## config.mk

```make
export PLATFORM = sky130hd
export DESIGN_NAME = cp0_regfile
export DESIGN_NICKNAME = d
export VERILOG_FILES = /design/src/rtl/cp0_pkg.sv /design/src/rtl/cp0_timer.sv /design/src/rtl/cp0_regfile.sv
export SDC_FILE = /design/constraint.sdc
export NUM_CORES = 1
export LEC_CHECK = 0
export ABC_AREA = 1
export BUFFER_PORTS_ARGS = -buffer_cell sky130_fd_sc_hd__buf_2
export CAP_MARGIN = 0
export CORE_AREA = 4 4 144 146
export CTS_BUF_LIST = sky130_fd_sc_hd__clkbuf_4
export DETAILED_ROUTE_END_ITERATION = 10
export DIE_AREA = 0 0 148 150
export SKIP_LAST_GASP = 1
export SLEW_MARGIN = 30
export SYNTH_ARGS = -nofsm -noshare
export SYNTH_HDL_FRONTEND = slang
export SYNTH_SLANG_ARGS = --single-unit
export TNS_END_PERCENT = 100
```

## constraint.sdc

```tcl
create_clock -name clk -period 0.95 [get_ports clk]
set_input_delay 0.0475 -clock clk [delete_from_list [all_inputs] [get_ports clk]]
set_output_delay 0.0475 -clock clk [all_outputs]
set_load 0.01 [all_outputs]
```

## src/rtl/cp0_pkg.sv

```systemverilog
// Shared CP0 definitions: register numbers, exception codes, Status/Cause field
// positions and the Status reset value.
package cp0_pkg;

  localparam logic [4:0] REG_BADVADDR = 5'd8;
  localparam logic [4:0] REG_COUNT    = 5'd9;
  localparam logic [4:0] REG_COMPARE  = 5'd11;
  localparam logic [4:0] REG_STATUS   = 5'd12;
  localparam logic [4:0] REG_CAUSE    = 5'd13;
  localparam logic [4:0] REG_EPC      = 5'd14;

  localparam logic [31:0] EXC_NONE = 32'h0;
  localparam logic [31:0] EXC_INT  = 32'h1;
  localparam logic [31:0] EXC_ADEL = 32'h4;
  localparam logic [31:0] EXC_ADES = 32'h5;
  localparam logic [31:0] EXC_SYS  = 32'h8;
  localparam logic [31:0] EXC_BP   = 32'h9;
  localparam logic [31:0] EXC_RI   = 32'ha;
  localparam logic [31:0] EXC_OV   = 32'hc;
  localparam logic [31:0] EXC_ERET = 32'he;

  localparam logic [31:0] STATUS_RESET = 32'h0040_0000;

  localparam int STATUS_IM_HI = 15;
  localparam int STATUS_IM_LO = 8;
  localparam int STATUS_EXL   = 1;
  localparam int STATUS_IE    = 0;

  localparam int CAUSE_BD     = 31;
  localparam int CAUSE_IPH_HI = 15;
  localparam int CAUSE_IPH_LO = 10;
  localparam int CAUSE_IPS_HI = 9;
  localparam int CAUSE_IPS_LO = 8;
  localparam int CAUSE_EXC_HI = 6;
  localparam int CAUSE_EXC_LO = 2;

  // Assemble the architectural Status word; BEV and zero bits come from the reset value.
  function automatic logic [31:0] pack_status(input logic [7:0] im, input logic exl,
                                              input logic ie);
    logic [31:0] s;
    s = STATUS_RESET;
    s[STATUS_IM_HI:STATUS_IM_LO] = im;
    s[STATUS_EXL] = exl;
    s[STATUS_IE]  = ie;
    return s;
  endfunction

  function automatic logic [31:0] pack_cause(input logic bd, input logic [5:0] ip_hw,
                                             input logic [1:0] ip_sw, input logic [4:0] exc);
    logic [31:0] c;
    c = '0;
    c[CAUSE_BD] = bd;
    c[CAUSE_IPH_HI:CAUSE_IPH_LO] = ip_hw;
    c[CAUSE_IPS_HI:CAUSE_IPS_LO] = ip_sw;
    c[CAUSE_EXC_HI:CAUSE_EXC_LO] = exc;
    return c;
  endfunction

endpackage

```

## src/rtl/cp0_timer.sv

```systemverilog
// CP0 Count/Compare timer: Count advances every second clk edge, timer_int
// latches on Count==Compare (Compare!=0) until Compare is rewritten.
module cp0_timer (
  input  logic        clk,
  input  logic        resetn,
  input  logic        we_count,
  input  logic        we_compare,
  input  logic [31:0] wdata,
  output logic [31:0] count,
  output logic [31:0] compare,
  output logic        timer_int
);

  logic div;

  // NOTE: sequential state uses non-blocking assignments so every register samples pre-edge values.
  always_ff @(posedge clk or negedge resetn) begin
    if (!resetn) begin
      count     <= '0;
      compare   <= '0;
      div       <= 1'b0;
      timer_int <= 1'b0;
    end else begin
      if (we_count) begin
        count <= wdata;
        div   <= 1'b0;
      end else begin
        div <= ~div;
        if (div) count <= count + 32'd1;
      end
      if (we_compare) begin
        compare   <= wdata;
        timer_int <= 1'b0;
      end else if (count == compare && compare != '0) begin
        timer_int <= 1'b1;
      end
    end
  end

endmodule

```

## src/rtl/cp0_regfile.sv

```systemverilog
// MIPS CP0 register file (BadVAddr, Count, Compare, Status, Cause, EPC).
// Define CP0_TIMER_EN to build the Count/Compare timer; otherwise both read 0.
module cp0_regfile
  import cp0_pkg::*;
(
  input  logic        clk,
  input  logic        resetn,
  input  logic        we_i,
  input  logic [4:0]  waddr_i,
  input  logic [31:0] wdata_i,
  input  logic [4:0]  raddr_i,
  output logic [31:0] rdata_o,
  input  logic [5:0]  int_i,
  input  logic [31:0] excepttype_i,
  input  logic [31:0] except_pc_i,
  input  logic        in_delayslot_i,
  input  logic [31:0] bad_addr_i,
  output logic [31:0] status_o,
  output logic [31:0] cause_o,
  output logic [31:0] epc_o,
  output logic [31:0] badvaddr_o,
  output logic [31:0] count_o,
  output logic [31:0] compare_o,
  output logic        timer_int_o
);

  logic [7:0]  status_im;
  logic        status_exl;
  logic        status_ie;
  logic        cause_bd;
  logic [5:0]  cause_ip_hw;
  logic [1:0]  cause_ip_sw;
  logic [4:0]  cause_exc;
  logic [31:0] epc_q;
  logic [31:0] badvaddr_q;
  logic        timer_int;

  logic is_exc, is_eret, is_addr_exc;
  logic wr_status, wr_cause, wr_epc;

  assign is_exc      = (excepttype_i != EXC_NONE) && (excepttype_i != EXC_ERET);
  assign is_eret     = (excepttype_i == EXC_ERET);
  assign is_addr_exc = (excepttype_i == EXC_ADEL) || (excepttype_i == EXC_ADES);
  assign wr_status   = we_i && (waddr_i == REG_STATUS);
  assign wr_cause    = we_i && (waddr_i == REG_CAUSE);
  assign wr_epc      = we_i && (waddr_i == REG_EPC);

`ifdef CP0_TIMER_EN
  cp0_timer u_timer (
    .clk        (clk),
    .resetn     (resetn),
    .we_count   (we_i && (waddr_i == REG_COUNT)),
    .we_compare (we_i && (waddr_i == REG_COMPARE)),
    .wdata      (wdata_i),
    .count      (count_o),
    .compare    (compare_o),
    .timer_int  (timer_int)
  );
`else
  assign count_o   = '0;
  assign compare_o = '0;
  assign timer_int = 1'b0;
`endif

  // Later assignments win: the mtc0 write lands first and the exception/eret overrides it.
  always_ff @(posedge clk or negedge resetn) begin
    if (!resetn) begin
      status_im   <= '0;
      status_exl  <= 1'b0;
      status_ie   <= 1'b0;
      cause_bd    <= 1'b0;
      cause_ip_hw <= '0;
      cause_ip_sw <= '0;
      cause_exc   <= '0;
      epc_q       <= '0;
      badvaddr_q  <= '0;
    end else begin
      cause_ip_hw <= {int_i[5] | timer_int, int_i[4:0]};
      if (wr_status) begin
        status_im  <= wdata_i[STATUS_IM_HI:STATUS_IM_LO];
        status_exl <= wdata_i[STATUS_EXL];
        status_ie  <= wdata_i[STATUS_IE];
      end
      if (wr_cause) cause_ip_sw <= wdata_i[CAUSE_IPS_HI:CAUSE_IPS_LO];
      if (wr_epc)   epc_q       <= wdata_i;
      if (is_exc) begin
        status_exl <= 1'b1;
        cause_exc  <= excepttype_i[4:0];
        // A nested exception keeps the original return point.
        if (!status_exl) begin
          epc_q    <= in_delayslot_i ? except_pc_i - 32'd4 : except_pc_i;
          cause_bd <= in_delayslot_i;
        end
        if (is_addr_exc) badvaddr_q <= bad_addr_i;
      end else if (is_eret) begin
        status_exl <= 1'b0;
      end
    end
  end

  assign status_o    = pack_status(status_im, status_exl, status_ie);
  assign cause_o     = pack_cause(cause_bd, cause_ip_hw, cause_ip_sw, cause_exc);
  assign epc_o       = epc_q;
  assign badvaddr_o  = badvaddr_q;
  assign timer_int_o = timer_int;

  // NOTE: every always_comb output gets a default first so no latch is inferred.
  always_comb begin
    rdata_o = '0;
    case (raddr_i)
      REG_BADVADDR: rdata_o = badvaddr_q;
      REG_COUNT:    rdata_o = count_o;
      REG_COMPARE:  rdata_o = compare_o;
      REG_STATUS:   rdata_o = status_o;
      REG_CAUSE:    rdata_o = cause_o;
      REG_EPC:      rdata_o = epc_q;
      default:      rdata_o = '0;
    endcase
  end

endmodule

```

After elaboration in Yosys (flattened, before gate mapping)
Cells that the tools add are included.

Bits in registers: 88. Input bits: 148. Output and inout bits: 225. Logic and storage cells: 39.

Add/sub/neg operators: 1. Equality and inequality tests: 11. Muxes and demuxes: 8. Bitwise operators: 1. Reduce and logical (&&, ||, !) cells: 9.

Operator list (number): $mux 32 (4); $pmux 32 s4 (1); $eq 32x3->1 const B (2); $eq 5x4->1 const B (7); $eq 32x4->1 const B (1); $ne 32x4->1 const B (1); $reduce_bool 32->1 (1); $sub 32x3->32 const B (1); $logic_and 1x1->1 (4); $reduce_and 2->1 (2); $mux 1 (3); $reduce_bool 3->1 (1); $logic_or 1x1->1 (1); $not 1->1 (1).

Longest topological paths before layout
Word-level depth: 5. Depth in mapped cells: 12. Mapped depth without buffers: 12.

Worst setup path before layout
No wires, ideal clock.

Path type: input to register. From: in except_pc_i[2]. To: reg epc_q[22] (netlist: epc_o[22]). Setup time: 0.127 ns. Arrival: 1.059 ns. Required time: 0.823 ns. Path slack: -0.236 ns. Stages: 11. Buffers on the path: 0. Cell sequence: inv_1 -> ha_1 -> nand2_1 -> inv_1 -> nand3_2 -> nor2_4 -> nand2_1 -> nor2_1 -> nand2_1 -> nand2_1 -> o21ai_0.

Cells in the longest elaborated chain, start to end: 4.

Ends and longest elaborated chain: start: declaration (line cp0_regfile.sv:15) `input logic [31:0] except_pc_i,`; $sub 32x3->32 (line cp0_regfile.sv:91) `epc_q <= in_delayslot_i ? except_pc_i - 32'd4 : except_pc_i;`; $mux 32 (line cp0_regfile.sv:91); $mux 32 (line cp0_regfile.sv:90) `if (!status_exl) begin`; $mux 32 (line cp0_regfile.sv:86) `if (is_exc) begin`; end signal: assignment (line cp0_regfile.sv:85) `if (wr_epc) epc_q <= wdata_i;`; end signal: assignment (line cp0_regfile.sv:91); end: declaration (line cp0_regfile.sv:34) `logic [31:0] epc_q;`.

Every way passes these cells. A chain may end at the register's enable or synchronous reset.

Final worst setup path
From: reg epc_q[27] (netlist: epc_o[27]). To: out rdata_o[27].

Cells in the longest elaborated chain, start to end: 1.

Ends and longest elaborated chain: $pmux 32 s4 (line cp0_regfile.sv:110) `case (raddr_i)`; end: declaration (line cp0_regfile.sv:12) `output logic [31:0] rdata_o,`.

Every way passes these cells.

==> run summary <==
• **RSZ-0062 raised after global routing** true
• **Final Hold Vio Count** 0
• **violated checks** setup timing
• **data arrival time of the worst path** 1350 ps
• **switching power** 0.00386 W
• **count of routing violations after the opening detailed-route iteration** 370
• **maximum number of pins on one net before global-route repair** 65
• **hold path start** except_pc_i[23]
• **Synth top area share** 35.7%
• **number of vias per cell** 4.42
• **number of cell rows** 51
• **vias in the first global route** 7113
• **count of pins over their slew limit** 0
• **drc violations** 0
• **final worst clock skew** 14.6 ps
• **sequential share of the synthesized area** 35.7%
• **share of total power in combinational logic** 38.1%
• **FF-to-FF setup slack** -280 ps
• **overall die width** 148 µm
• **portion of total power attributed to the clock network** 21.0%
• **count of yosys warnings during synthesis** 0
• **Crit path buffers/inverters** 1
• **min Tclk post-route** 1400 ps
• **number of iterations in the first detailed-routing pass** 5
• **cell at the root of the clock tree** sky130_fd_sc_hd__clkbuf_4
• **count of input and output buffers** 267
• **result of the run** finished with violations
• **Worst-path clk slew** 170 ps
• **relative area change from synthesis to final layout** 75.9%
• **hold crit path type** in2reg
• **part of the total power dissipated in sequential elements** 41.0%
• **largest cells by area after synthesis** sky130_fd_sc_hd__dfrtp_1 (36%), sky130_fd_sc_hd__nand2_1 (19%), sky130_fd_sc_hd__buf_4 (14%), sky130_fd_sc_hd__inv_1 (5.7%), sky130_fd_sc_hd__nand3_1 (4.8%)
• **CTS H-tree depth** 3
• **residual antenna-violating net count after detailed routing** 0
• **synthesized area divided by synthesized cell count** 6.77 µm²
• **Worst Path Class, Setup** reg2out
• **fraction of layout instances using a drive strength above 1** 40.8%
• **list of cells traversed by the critical path** a22o_1, buf_2
• **Clock Tree Buf Depth** 2
• **crit-path max FO** 2
• **startpoint types** flop
• **capture instance of the worst register-to-register path** epc_o[14]$_DFF_PN0_
• **number of distinct standard cells referenced by the synthesized netlist** 29
• **die footprint** 22200 µm²
• **global-route wire length before repair** 38.2 mm
• **area fraction in compound gates after synthesis** 7.22%
• **initial standard-cell utilization of the core** 31.8%
• **internal power of the cells** 0.00722 W
• **post-synthesis share of cell area spent on full adders, half adders and majority gates** 0.203%
• **synthesized netlist cell count** 912
• **combined area of all synthesized cells** 6170 µm²
• **Clock Sink Count** 88
• **number of placed I/O pins** 373
• **worst vdd ir** 0.490 mV
• **count of max-cap constraint violations** 0
• **post-DR wirelength/cell** 15.4 µm
• **fin util** 55.9%
• **nets@finish** 1559
• **core outline area** 19400 µm²
• **overall track demand over capacity in global routing** 21.8%
• **TritonCTS clock tree** built
• **delay of the slowest cell on the worst path** 480 ps
• **mux cell area share after synthesis** 0%
• **estimated wirelength of the detail-placed design** 18.6 mm
• **xor-xnor portion of the synthesized cell area** 2.13%
• **Worst Hold Depth** 4
• **cell type group with the largest total delay on the critical path** flip-flops
• **count of vias placed by the detailed router** 7432
• **critical path endpoint category** output pin
• **register bit total from synthesis** 88
• **length in cells of the worst reg-to-reg path** 8
• **initial antenna violation count** 1
• **share of the clock period used by the worst path after layout** 147%
• **# fillers** 1756
• **Skew-Pair Late Insertion Delay** 490 ps
• **setup slack after layout** -447 ps
• **remaining global-route overflow** 0
• **net switching fraction of the power** 34.8%
• **Leak** 6.01 nW
• **Vert. Die Dim** 150 µm
• **Req. time, crit path** 900 ps
• **total setup violations reported at the end of the flow** 154
• **maximum clock frequency** 0.716 GHz
• **post-detailed-routing wire length** 25.9 mm
• **simple-gate area share of the yosys netlist** 33.1%
• **hold endpoint** epc_o[23]$_DFF_PN0_
• **cell accounting for the most synthesized area** sky130_fd_sc_hd__dfrtp_1
• **Min Hold Slack** 16.1 ps
• **Reg-to-Reg Start** status_exl$_DFFE_PN0P_
• **Max stage delay cell, worst path** sky130_fd_sc_hd__dfrtp_1
• **Num CTS Buffers** 9
• **RePlAce Congestion** 0.928
• **combinational family with the most area after synthesis** simple AND/OR/NAND/NOR gates
• **power per unit of standard cell area** 1020 nW/µm²
[worst max path at each step]
| stage | cells after the start | to | start | slack [ps] |
|---|---|---|---|---|
| 2_1_floorplan | 7 | badvaddr_o[10]$_DFFE_PN0P_ | excepttype_i[23] | -100 |
| 3_3_place_gp | 12 | epc_o[30]$_DFF_PN0_ | except_pc_i[3] | -410 |
| 3_5_place_dp | 12 | epc_o[26]$_DFF_PN0_ | except_pc_i[3] | -450 |
| 4_1_cts | 2 | rdata_o[24] | epc_o[24]$_DFF_PN0_ | -470 |
| 5_1_grt | 2 | rdata_o[24] | epc_o[24]$_DFF_PN0_ | -510 |
| 6_report | 2 | rdata_o[27] | epc_o[27]$_DFF_PN0_ | -450 |
[power by group through the flow]
stage / registers [W] / logic, W / clock network [W]
floorplan: 0.00459 / 0.00130 / 0
global placement: 0.00456 / 0.00246 / 0
detailed placement: 0.00457 / 0.00247 / 0
CTS: 0.00449 / 0.00377 / 0.00237
global route: 0.00458 / 0.00455 / 0.00252
finish: 0.00454 / 0.00422 / 0.00232
[layer usage]
layer  track usage, %  up-vias  wire length [µm]  part of all wire, %
li1                 -     3620                 -                    -
met1             29.1     3448             10900                   42
met2             36.8      309             12800                   50
met3             3.60       55              1520                  5.9
met4             5.96        0               646                  2.5
met5                0        -                 0                    0
[state kept, by name, indices dropped and copies added (netlist names)]
register     count
badvaddr_o      32
cause_bd         1
cause_exc        5
cause_ip_hw      6
cause_ip_sw      2
epc_o           32
status_exl       1
status_ie        1
status_im        8
[per-stage QoR]
stage / area, µm² / setup TNS, ps / cells / setup WS (ps) / power (W)
floorplan: 6700 / -5600 / 1015 / -105 / 0.00589
global placement: 8170 / -31020 / 1494 / -406 / 0.00702
detailed placement: 8170 / -33620 / 1494 / -454 / 0.00704
CTS: 10300 / -39540 / 1663 / -472 / 0.0106
global route: 10900 / -46560 / 1681 / -515 / 0.0117
finish: 10900 / -38030 / 1682 / -447 / 0.0111
[worst min-delay path, delay by kind of cell]
kind / cells / cell delay, ps
AO/OA/AOI/OAI: 1 / 120
XOR/XNOR: 1 / 110
buffers and inverters: 2 / 220
[kinds of logic (layout without fill, tap and decap cells)]
group	count (synthesis)	after routing
xor gates and xnor gates	15	15
DFF	88	88
and+or+nand+nor	487	487
other	2	107
AOI/OAI and AO/OA	80	80
adders and majority gates	1	1
buffers and inverters	239	639
[synthesized netlist by cell type, drive strengths merged]
library cell and count:
conb 2, nor4 1, nor2 85, clkbuf 17, a22o 10, nor3 5, buf 120, nand3b 2
a21oi 10, o21bai 2, ha 1, xnor2 5, xor2 10, nand4 22, nand3 61, nand2 310
inv 98, dfrtp 88, or3b 1, o211ai 1, clkinv 4, o21ai 57
[layout by cell type (no fill, tap or decap), types with 39 or more instances in the layout]
cell type	n
sky130_fd_sc_hd__conb_1	105
sky130_fd_sc_hd__inv_1	81
sky130_fd_sc_hd__nand3_1	52
sky130_fd_sc_hd__dfrtp_1	80
sky130_fd_sc_hd__buf_4	92
sky130_fd_sc_hd__buf_6	104
sky130_fd_sc_hd__nand2_2	39
sky130_fd_sc_hd__dlygate4sd3_1	99
sky130_fd_sc_hd__buf_2	207
sky130_fd_sc_hd__nand2_1	249
sky130_fd_sc_hd__nor2_1	63
[what timing repair did]
item                                   4_1_cts  5_1_grt
cloned                                       2        1
setup endpoints to repair                  153      167
hold buffers                                99        0
pin swaps                                   54       37
gates resized for setup                    146      112
buffers inserted                            53       20
endpoints found under the hold margin      173        0
[area by class of cell]
type / count / area (µm²) / area share (%)
inverters: 102 / 422 / 3.89
diodes: 2 / 5.00 / 0.0461
well taps: 265 / 332 / 3.06
flip-flops and latches: 88 / 2210 / 20.4
multi-input cells: 688 / 3460 / 31.9
clock buffers: 9 / 67.6 / 0.623
clock inverters: 7 / 78.8 / 0.726
repair buffers: 521 / 4280 / 39.4
No activity file was read; power rests on OpenSTA's default activity.
